File: config.mk
export PLATFORM = sky130hd
export DESIGN_NAME = ssp_tx_fifo_flat
export DESIGN_NICKNAME = d
export VERILOG_FILES = /design/src/rtl/ssp_tx_fifo_if.sv /design/src/rtl/ssp_tx_fifo.sv /design/src/flat_wrapper.sv
export SDC_FILE = /design/constraint.sdc
export NUM_CORES = 1
export LEC_CHECK = 0
export CAP_MARGIN = 20
export CORE_ASPECT_RATIO = 1.2
export CORE_MARGIN = 8
export CORE_UTILIZATION = 50
export DETAILED_ROUTE_END_ITERATION = 10
export GPL_TIMING_DRIVEN = 0
export PLACE_DENSITY = 0.75
export SLEW_MARGIN = 30
export SYNTH_ARGS = -nofsm -noshare
export SYNTH_HDL_FRONTEND = slang
export SYNTH_SLANG_ARGS = --single-unit
File: constraint.sdc
create_clock -name pclk -period 4.8 [get_ports pclk]
set_input_delay 0.72 -clock pclk [delete_from_list [all_inputs] [get_ports pclk]]
set_output_delay 0.72 -clock pclk [all_outputs]
set_load 0.02 [all_outputs]
File: src/rtl/ssp_tx_fifo_if.sv
// SSP transmit FIFO bus: APB write side, shifter pop side and status.
// The host/shifter side uses master; the FIFO uses slave.
interface ssp_tx_fifo_if #(
   parameter int AW = 2
);
   logic          psel;
   logic          pwrite;
   logic [7:0]    pwdata;
   logic          tx_pop;
   logic [7:0]    txdata;
   logic          tx_valid;
   logic          ssptxintr;
   logic [AW:0]   tx_count;
   logic          tx_ovf;

   modport master (
      output psel,
      output pwrite,
      output pwdata,
      output tx_pop,
      input  txdata,
      input  tx_valid,
      input  ssptxintr,
      input  tx_count,
      input  tx_ovf
   );

   modport slave (
      input  psel,
      input  pwrite,
      input  pwdata,
      input  tx_pop,
      output txdata,
      output tx_valid,
      output ssptxintr,
      output tx_count,
      output tx_ovf
   );
endinterface

File: src/rtl/ssp_tx_fifo.sv
// SSP transmit FIFO: buffers APB-written bytes for the serial shifter.
// Status outputs are decoded from registered occupancy.
module ssp_tx_fifo #(
   parameter int DEPTH = 4,
   parameter int AW    = 2
) (
   input  logic          pclk,
   input  logic          clear_b,
   ssp_tx_fifo_if.slave  bus
);
   localparam logic [AW:0] FULL = (AW+1)'(DEPTH);
   localparam logic [AW:0] ONE  = (AW+1)'(1);

   logic [7:0]  mem [DEPTH];
   logic [AW-1:0] wr_ptr;
   logic [AW-1:0] rd_ptr;
   logic [AW:0]   count;
   logic          ovf;
   logic          full;
   logic          empty;
   logic          wr_req;
   logic          push;
   logic          pop;

   assign full   = (count == FULL);
   assign empty  = (count == '0);
   assign wr_req = bus.psel & bus.pwrite;
   // Gating uses registered count, so a full FIFO never writes through.
   assign push   = wr_req & ~full;
   assign pop    = bus.tx_pop & ~empty;

   always_ff @(posedge pclk) begin
      if (push) begin
         mem[wr_ptr] <= bus.pwdata;
      end
   end

   always_ff @(posedge pclk or negedge clear_b) begin
      if (!clear_b) begin
         wr_ptr <= '0;
         rd_ptr <= '0;
         count  <= '0;
         ovf    <= 1'b0;
      end else begin
         if (push) begin
            wr_ptr <= wr_ptr + AW'(1);
         end
         if (pop) begin
            rd_ptr <= rd_ptr + AW'(1);
         end
         unique case ({push, pop})
            2'b10:   count <= count + ONE;
            2'b01:   count <= count - ONE;
            default: count <= count;
         endcase
         if (wr_req && full) begin
            ovf <= 1'b1;
         end
      end
   end

   assign bus.txdata    = empty ? 8'h00 : mem[rd_ptr];
   assign bus.tx_valid  = ~empty;
   assign bus.ssptxintr = full;
   assign bus.tx_count  = count;
   assign bus.tx_ovf    = ovf;
endmodule

File: src/flat_wrapper.sv
// flat-port wrapper written by rule: the top's interface ports become plain ports
module ssp_tx_fifo_flat 
#(
   parameter int DEPTH = 4,
   parameter int AW    = 2
)
  (pclk, clear_b, bus_psel, bus_pwrite, bus_pwdata, bus_tx_pop, bus_txdata, bus_tx_valid, bus_ssptxintr, bus_tx_count, bus_tx_ovf);
  ssp_tx_fifo_if #(.AW(AW)) bus_i ();
  input  logic pclk;
  input  logic clear_b;
  input wire logic [$bits(bus_i.psel)-1:0] bus_psel;
  input wire logic [$bits(bus_i.pwrite)-1:0] bus_pwrite;
  input wire logic [$bits(bus_i.pwdata)-1:0] bus_pwdata;
  input wire logic [$bits(bus_i.tx_pop)-1:0] bus_tx_pop;
  output wire logic [$bits(bus_i.txdata)-1:0] bus_txdata;
  output wire logic [$bits(bus_i.tx_valid)-1:0] bus_tx_valid;
  output wire logic [$bits(bus_i.ssptxintr)-1:0] bus_ssptxintr;
  output wire logic [$bits(bus_i.tx_count)-1:0] bus_tx_count;
  output wire logic [$bits(bus_i.tx_ovf)-1:0] bus_tx_ovf;
  assign bus_i.psel = bus_psel;
  assign bus_i.pwrite = bus_pwrite;
  assign bus_i.pwdata = bus_pwdata;
  assign bus_i.tx_pop = bus_tx_pop;
  assign bus_txdata = bus_i.txdata;
  assign bus_tx_valid = bus_i.tx_valid;
  assign bus_ssptxintr = bus_i.ssptxintr;
  assign bus_tx_count = bus_i.tx_count;
  assign bus_tx_ovf = bus_i.tx_ovf;
  ssp_tx_fifo #(.DEPTH(DEPTH), .AW(AW)) u_core (.pclk(pclk), .clear_b(clear_b), .bus(bus_i));
endmodule
# [Yosys cells after proc, flatten, opt, wreduce, memory -nomap -nowiden]
# Memories as Yosys holds them, arrays and structs flattened.
# Cells that the tools add are included.
[totals] memories=1 mem_bits_rw=32 word_cells=24 regBits=8 input_bits=13
[memory_table] name="u_core.mem" depth=4 width=8 read_ports=1 rd_clocked_by_memory_dff=0 wr=1 line="ssp_tx_fifo.sv:14" source="logic [7:0] mem [DEPTH];"
[classes] n_mux=4 n_addsub=4 bitwise=5 n_eq_ne=3 reduce_logical=3
[op_table] operator="2-to-1 mux 8 bit" n=1
[op_table] operator="case mux 3 bit (2 select lines)" n=1
[op_table] operator="adder 2 x 1 -> 2 bit, second input constant" n=2
[op_table] operator="adder 3 x 1 -> 3 bit, second input constant" n=1
[op_table] operator="AND 1 bit" n=3
[op_table] operator="equality test 3 bit, second input constant" n=1
[op_table] operator="zero test 3 bit" n=1
[op_table] operator="subtractor 3 x 1 -> 3 bit, second input constant" n=1
[op_table] operator="equality test 2 x 1 -> 1 bit, second input constant" n=1
[op_table] operator="equality test 2 bit, second input constant" n=1
[op_table] operator="2-to-1 mux 1 bit" n=2
[op_table] operator="inverter 1 bit" n=2
[op_table] operator="nonzero test 2 bit" n=1
[op_table] operator="logical AND 1 bit" n=1

# [Depth between registers and ports, before layout]
[depth] depth_word=5 ltp_mapped=9 mapped_depth_nobuf=9

# [Worst setup path before layout]
# Ideal clock, no wire load.
[synth_path] path_type="register to register" from="register u_core.count[0] (netlist: u_core.bus.tx_count[0])" to="register u_core.count[2] (netlist: u_core.bus.tx_count[2])" arrival_time_ps=2126 path_slack_ps=2594 required_ps=4720 period_less_slack_ps=2206 path_stages_with_launch=10 setup_time_ps=80 path_cell_list="dfrtp_1 -> nor3b_2 -> nor2_2 -> inv_1 -> ha_1 -> inv_1 -> fa_1 -> xor2_1 -> nor2_1 -> xor2_1"
[synth_via] elab_chain_len=5 word_cells_on_any_way=12 classes_between="add/sub (2); eq/ne (3); mux (1); bitwise (4); reduce/logical (2)"
[synth_lines] item="start, declared" line="ssp_tx_fifo.sv:17" source="logic [AW:0] count;"
[synth_lines] item="start signal, assigned" line="ssp_tx_fifo.sv:52" source="2'b10: count <= count + ONE;"
[synth_lines] item="start signal, assigned" line="ssp_tx_fifo.sv:53" source="2'b01: count <= count - ONE;"
[synth_lines] item="start signal, assigned" line="ssp_tx_fifo.sv:54" source="default: count <= count;"
[synth_lines] item="equality test 3 bit *" line="ssp_tx_fifo.sv:25" source="assign full = (count == FULL);"
[synth_lines] item="via bus_ssptxintr" line="flat_wrapper.sv:17" source="output wire logic [$bits(bus_i.ssptxintr)-1:0] bus_ssptxintr;"
[synth_lines] item="inverter 1 bit *" line="ssp_tx_fifo.sv:29" source="assign push = wr_req & ~full;"
[synth_lines] item="AND 1 bit *" line="ssp_tx_fifo.sv:29"
[synth_lines] item="equality test 2 x 1 -> 1 bit or equality test 2 bit (tied branches)" line="ssp_tx_fifo.sv:51" source="unique case ({push, pop})"
[synth_lines] item="case mux 3 bit (2 select lines) or nonzero test 2 bit (tied branches)"
# Mark *: on every way through the listed nets, which the timed path passes. The rest lies on a longest branch.
# A chain may end at the register's enable or synchronous reset.

# [Worst setup path in the final report]
[layout_path] from="register u_core.rd_ptr[0]" to="output bus_txdata[2]"
[layout_via] elab_chain_len=2
[layout_lines] item="start, declared" line="ssp_tx_fifo.sv:16" source="logic [AW-1:0] rd_ptr;"
[layout_lines] item="start signal, assigned" line="ssp_tx_fifo.sv:49" source="rd_ptr <= rd_ptr + AW'(1);"
[layout_lines] item="memory (4 x 8 bit)"
[layout_lines] item="2-to-1 mux 8 bit" line="ssp_tx_fifo.sv:62" source="assign bus.txdata = empty ? 8'h00 : mem[rd_ptr];"
[layout_lines] item="end, declared" line="flat_wrapper.sv:15" source="output wire logic [$bits(bus_i.txdata)-1:0] bus_txdata;"
# Every way passes these cells.

==> flow_summary.toml <==
[sta]
relSlewSlack_pct = 68.6
rsz0062_at_grt = "no"
final-hold-violation-count = 0
layout_min_cycle_time_ns = 2.73
tightest_slew_ns = 0.471
max_freq_ghz = 0.366
finClkSkew_ns = 0.00436
period_share_pct = 56.9
setup_viol = 0
final-max-slew-violation-count = 0
tns_ns = 0

[grt]
grt_usage_pct = 10.9
grt_pass1_wl_microns = 4600
grt-ovfl-total = 0
grt_pass1_vias = 883
antenna_found_initial = 0
grt_max_degree = 13

[setup_path]
ff2ff_setup_slack_ns = 2.69
path_class = "reg -> out"
ff2ff_path_depth = 9
r2r_start = "u_core.bus.tx_count[0]"
cp_slowest_cell = "clkdlybuf4s50_1"
crit_required_ns = 4.08
cp.arrival_ns = 2.01
cp_max_fo = 10
path_cells = "buf_6, mux4_2, and2_1, clkdlybuf4s50_1"
cpPeakStageDelay_ns = 0.54
end_kind = "output port"
rr_endpoint = "u_core.bus.tx_count[2]"
start_kind = "register"

[floorplanning]
die-height_microns = 79.7
coreArea_sq_mm = 0.00328
row_count = 23
start_util_pct = 51.5
die_area_sq_mm = 0.00551
fp.dieW_microns = 69.1
io_pins = 27

[power]
seqPwrFrac_pct = 38.0
clkPwrFrac_pct = 16.3
ir_worst_vdd_uv = 430
comb_power_share_pct = 45.7
p_leak_nw = 0.750
powerDensity_mw_per_mm2 = 609
switching_share_pct = 33.1
p_switching_w = 0.000418
internal_power_w = 0.000847

[layout]
drive_gt1_share_pct = 19.0
final_common_cell = "edfxtp_1"
final_core_util_pct = 63.3
insertedDiodeCount = 0
layout.nets = 144
syn2layout_area_growth_pct = 22.9
fillCellCount = 263
final_cell_mix = "32 x edfxtp_1, 26 x clkdlybuf4s50_1, 12 x and2_1"

[logic_synthesis]
ys_ff_latch = 40
post_synth_main_area_contributors = "edfxtp_1 57%, dfrtp_1 12%, mux4_2 11%"
synth_edf_count = 32
ys.flop_type = "edfxtp_1"
synth_warnings = 0
netlist_area_sq_mm = 0.00169
synth_fp_nets = 111
synthArstFlopShare_pct = 20.0
yosysTopAreaCell = "edfxtp_1"
yosysTopAreaCellShare_pct = 56.8
syn_inst = 92
yosysSeqAreaShare_pct = 68.7
synth.distinct_cells = 21
syn_area_per_cell_sq_um = 18.4

[cts]
cts_buffers = 5
cts_tree = "done"
cts_resized = 0
ctsLongestPathBuffers = 2
cts.sinks = 40
post_cts_buffers = 0
htreeDepth = 2
cts_root_buffer = "clkbuf_8"
clk_pin_slew_ns = 0.07
clkLatencyLatePin_ns = 0.28
cts_hold_buf = 0

[detailed_routing]
drc = 0
post_drt_wl_per_cell_microns = 17.5
wl_microns = 2850
drtAntennaViolNets = 0
drt-pass1-iter-count = 4
drt_iter0_drc = 19
num_vias = 854
viasPerCell = 5.24

[place]
dp_hpwl_microns = 2060
portBuffers = 26
gp_congestion = 0.695

[worst_hold_path]
min_from = "u_core.bus.tx_ovf"
min_to = "u_core.bus.tx_ovf"
whs_path_depth = 1
hp-class = "reg -> reg"

[job]
cap_violations = 0

[status]
status = "finished, final reports clean"
-- routing by layer --
layer / up-vias / share of wire (%) / global-route usage (%)
li1: 404 / - / -
met1: 422 / 41 / 12.4
met2: 22 / 51 / 17.4
met3: 6 / 5.5 / 4.23
met4: 0 / 1.9 / 5.95
met5: - / 0 / 0
-- kinds of logic after synthesis --
logic type               share of synthesized area (%)
flip-flops                                        68.7
adder cells (fa/ha/maj)                           4.89
XOR/XNOR                                          3.11
buffers and inverters                             2.96
multiplexers                                      11.5
AO/OA/AOI/OAI                                    0.814
AND/OR/NAND/NOR                                   7.99
-- worst max-delay path, delay by kind of cell, from the launching register on --
family        cells  cell delay [ns]
mux               1             0.50
flops             1             0.34
simple gates      1             0.16
buf+inv           2             0.72
-- state kept, by name, summed over array words and instances (netlist names) --
| name | cells |
|---|---|
| u_core.bus.tx_count | 3 |
| u_core.rd_ptr | 2 |
| u_core.wr_ptr | 2 |
| u_core.bus.tx_ovf | 1 |
| u_core.mem | 32 |
-- stage by stage --
stage / hold slack [ns] / instance area, sq um / setup slack (ns) / total power, W / std cells
after floorplan: 0.424 / 1690 / 2.59 / 0.000851 / 92
after global placement: 0.453 / 2000 / 2.34 / 0.00106 / 155
after detailed placement: 0.462 / 2000 / 2.24 / 0.00108 / 155
after CTS: 0.477 / 2080 / 2.04 / 0.00129 / 163
after global routing: 0.503 / 2080 / 1.99 / 0.00134 / 163
final: 0.475 / 2080 / 2.07 / 0.00126 / 163
-- synthesized netlist by cell type, types with 2 or more instances --
cell type / count
nand2_1: 2
and2_1: 12
buf_6: 2
dfrtp_1: 8
xnor2_1: 3
mux4_2: 8
xor2_1: 3
ha_1: 5
inv_1: 6
edfxtp_1: 32
-- how the worst max path moves through the flow --
stage	from	end	slack, ns	cells past startpoint
final	u_core.rd_ptr[0]	bus_txdata[2]	2.07	4
after global routing	u_core.rd_ptr[0]	bus_txdata[4]	1.99	4
after CTS	u_core.rd_ptr[0]	bus_txdata[0]	2.04	4
after detailed placement	bus_psel	u_core.bus.tx_count[2]	2.24	10
after global placement	bus_psel	u_core.bus.tx_count[2]	2.34	10
after floorplan	u_core.bus.tx_count[0]	u_core.bus.tx_count[2]	2.59	9
-- power by group through the flow --
stage                     Clock, W  Combinational, W  Sequential [W]
after floorplan                  0          0.000351        0.000500
after global placement           0          0.000575        0.000482
after detailed placement         0          0.000595        0.000489
after CTS                 0.000211          0.000595        0.000482
after global routing      0.000223          0.000624        0.000488
final                     0.000206          0.000578        0.000481
-- cell type report --
cell class | count | area (sq um) | share of cell area (%)
multi-input cells | 43 | 479 | 23.1
inverters | 6 | 22.5 | 1.08
well taps | 37 | 46.3 | 2.23
repair buffers | 26 | 260 | 12.5
clock inverters | 1 | 5.00 | 0.241
flip-flops and latches | 40 | 1160 | 55.9
plain buffers | 3 | 27.5 | 1.32
clock buffers | 7 | 76.3 | 3.67
No activity file was read; power rests on OpenSTA's default activity.
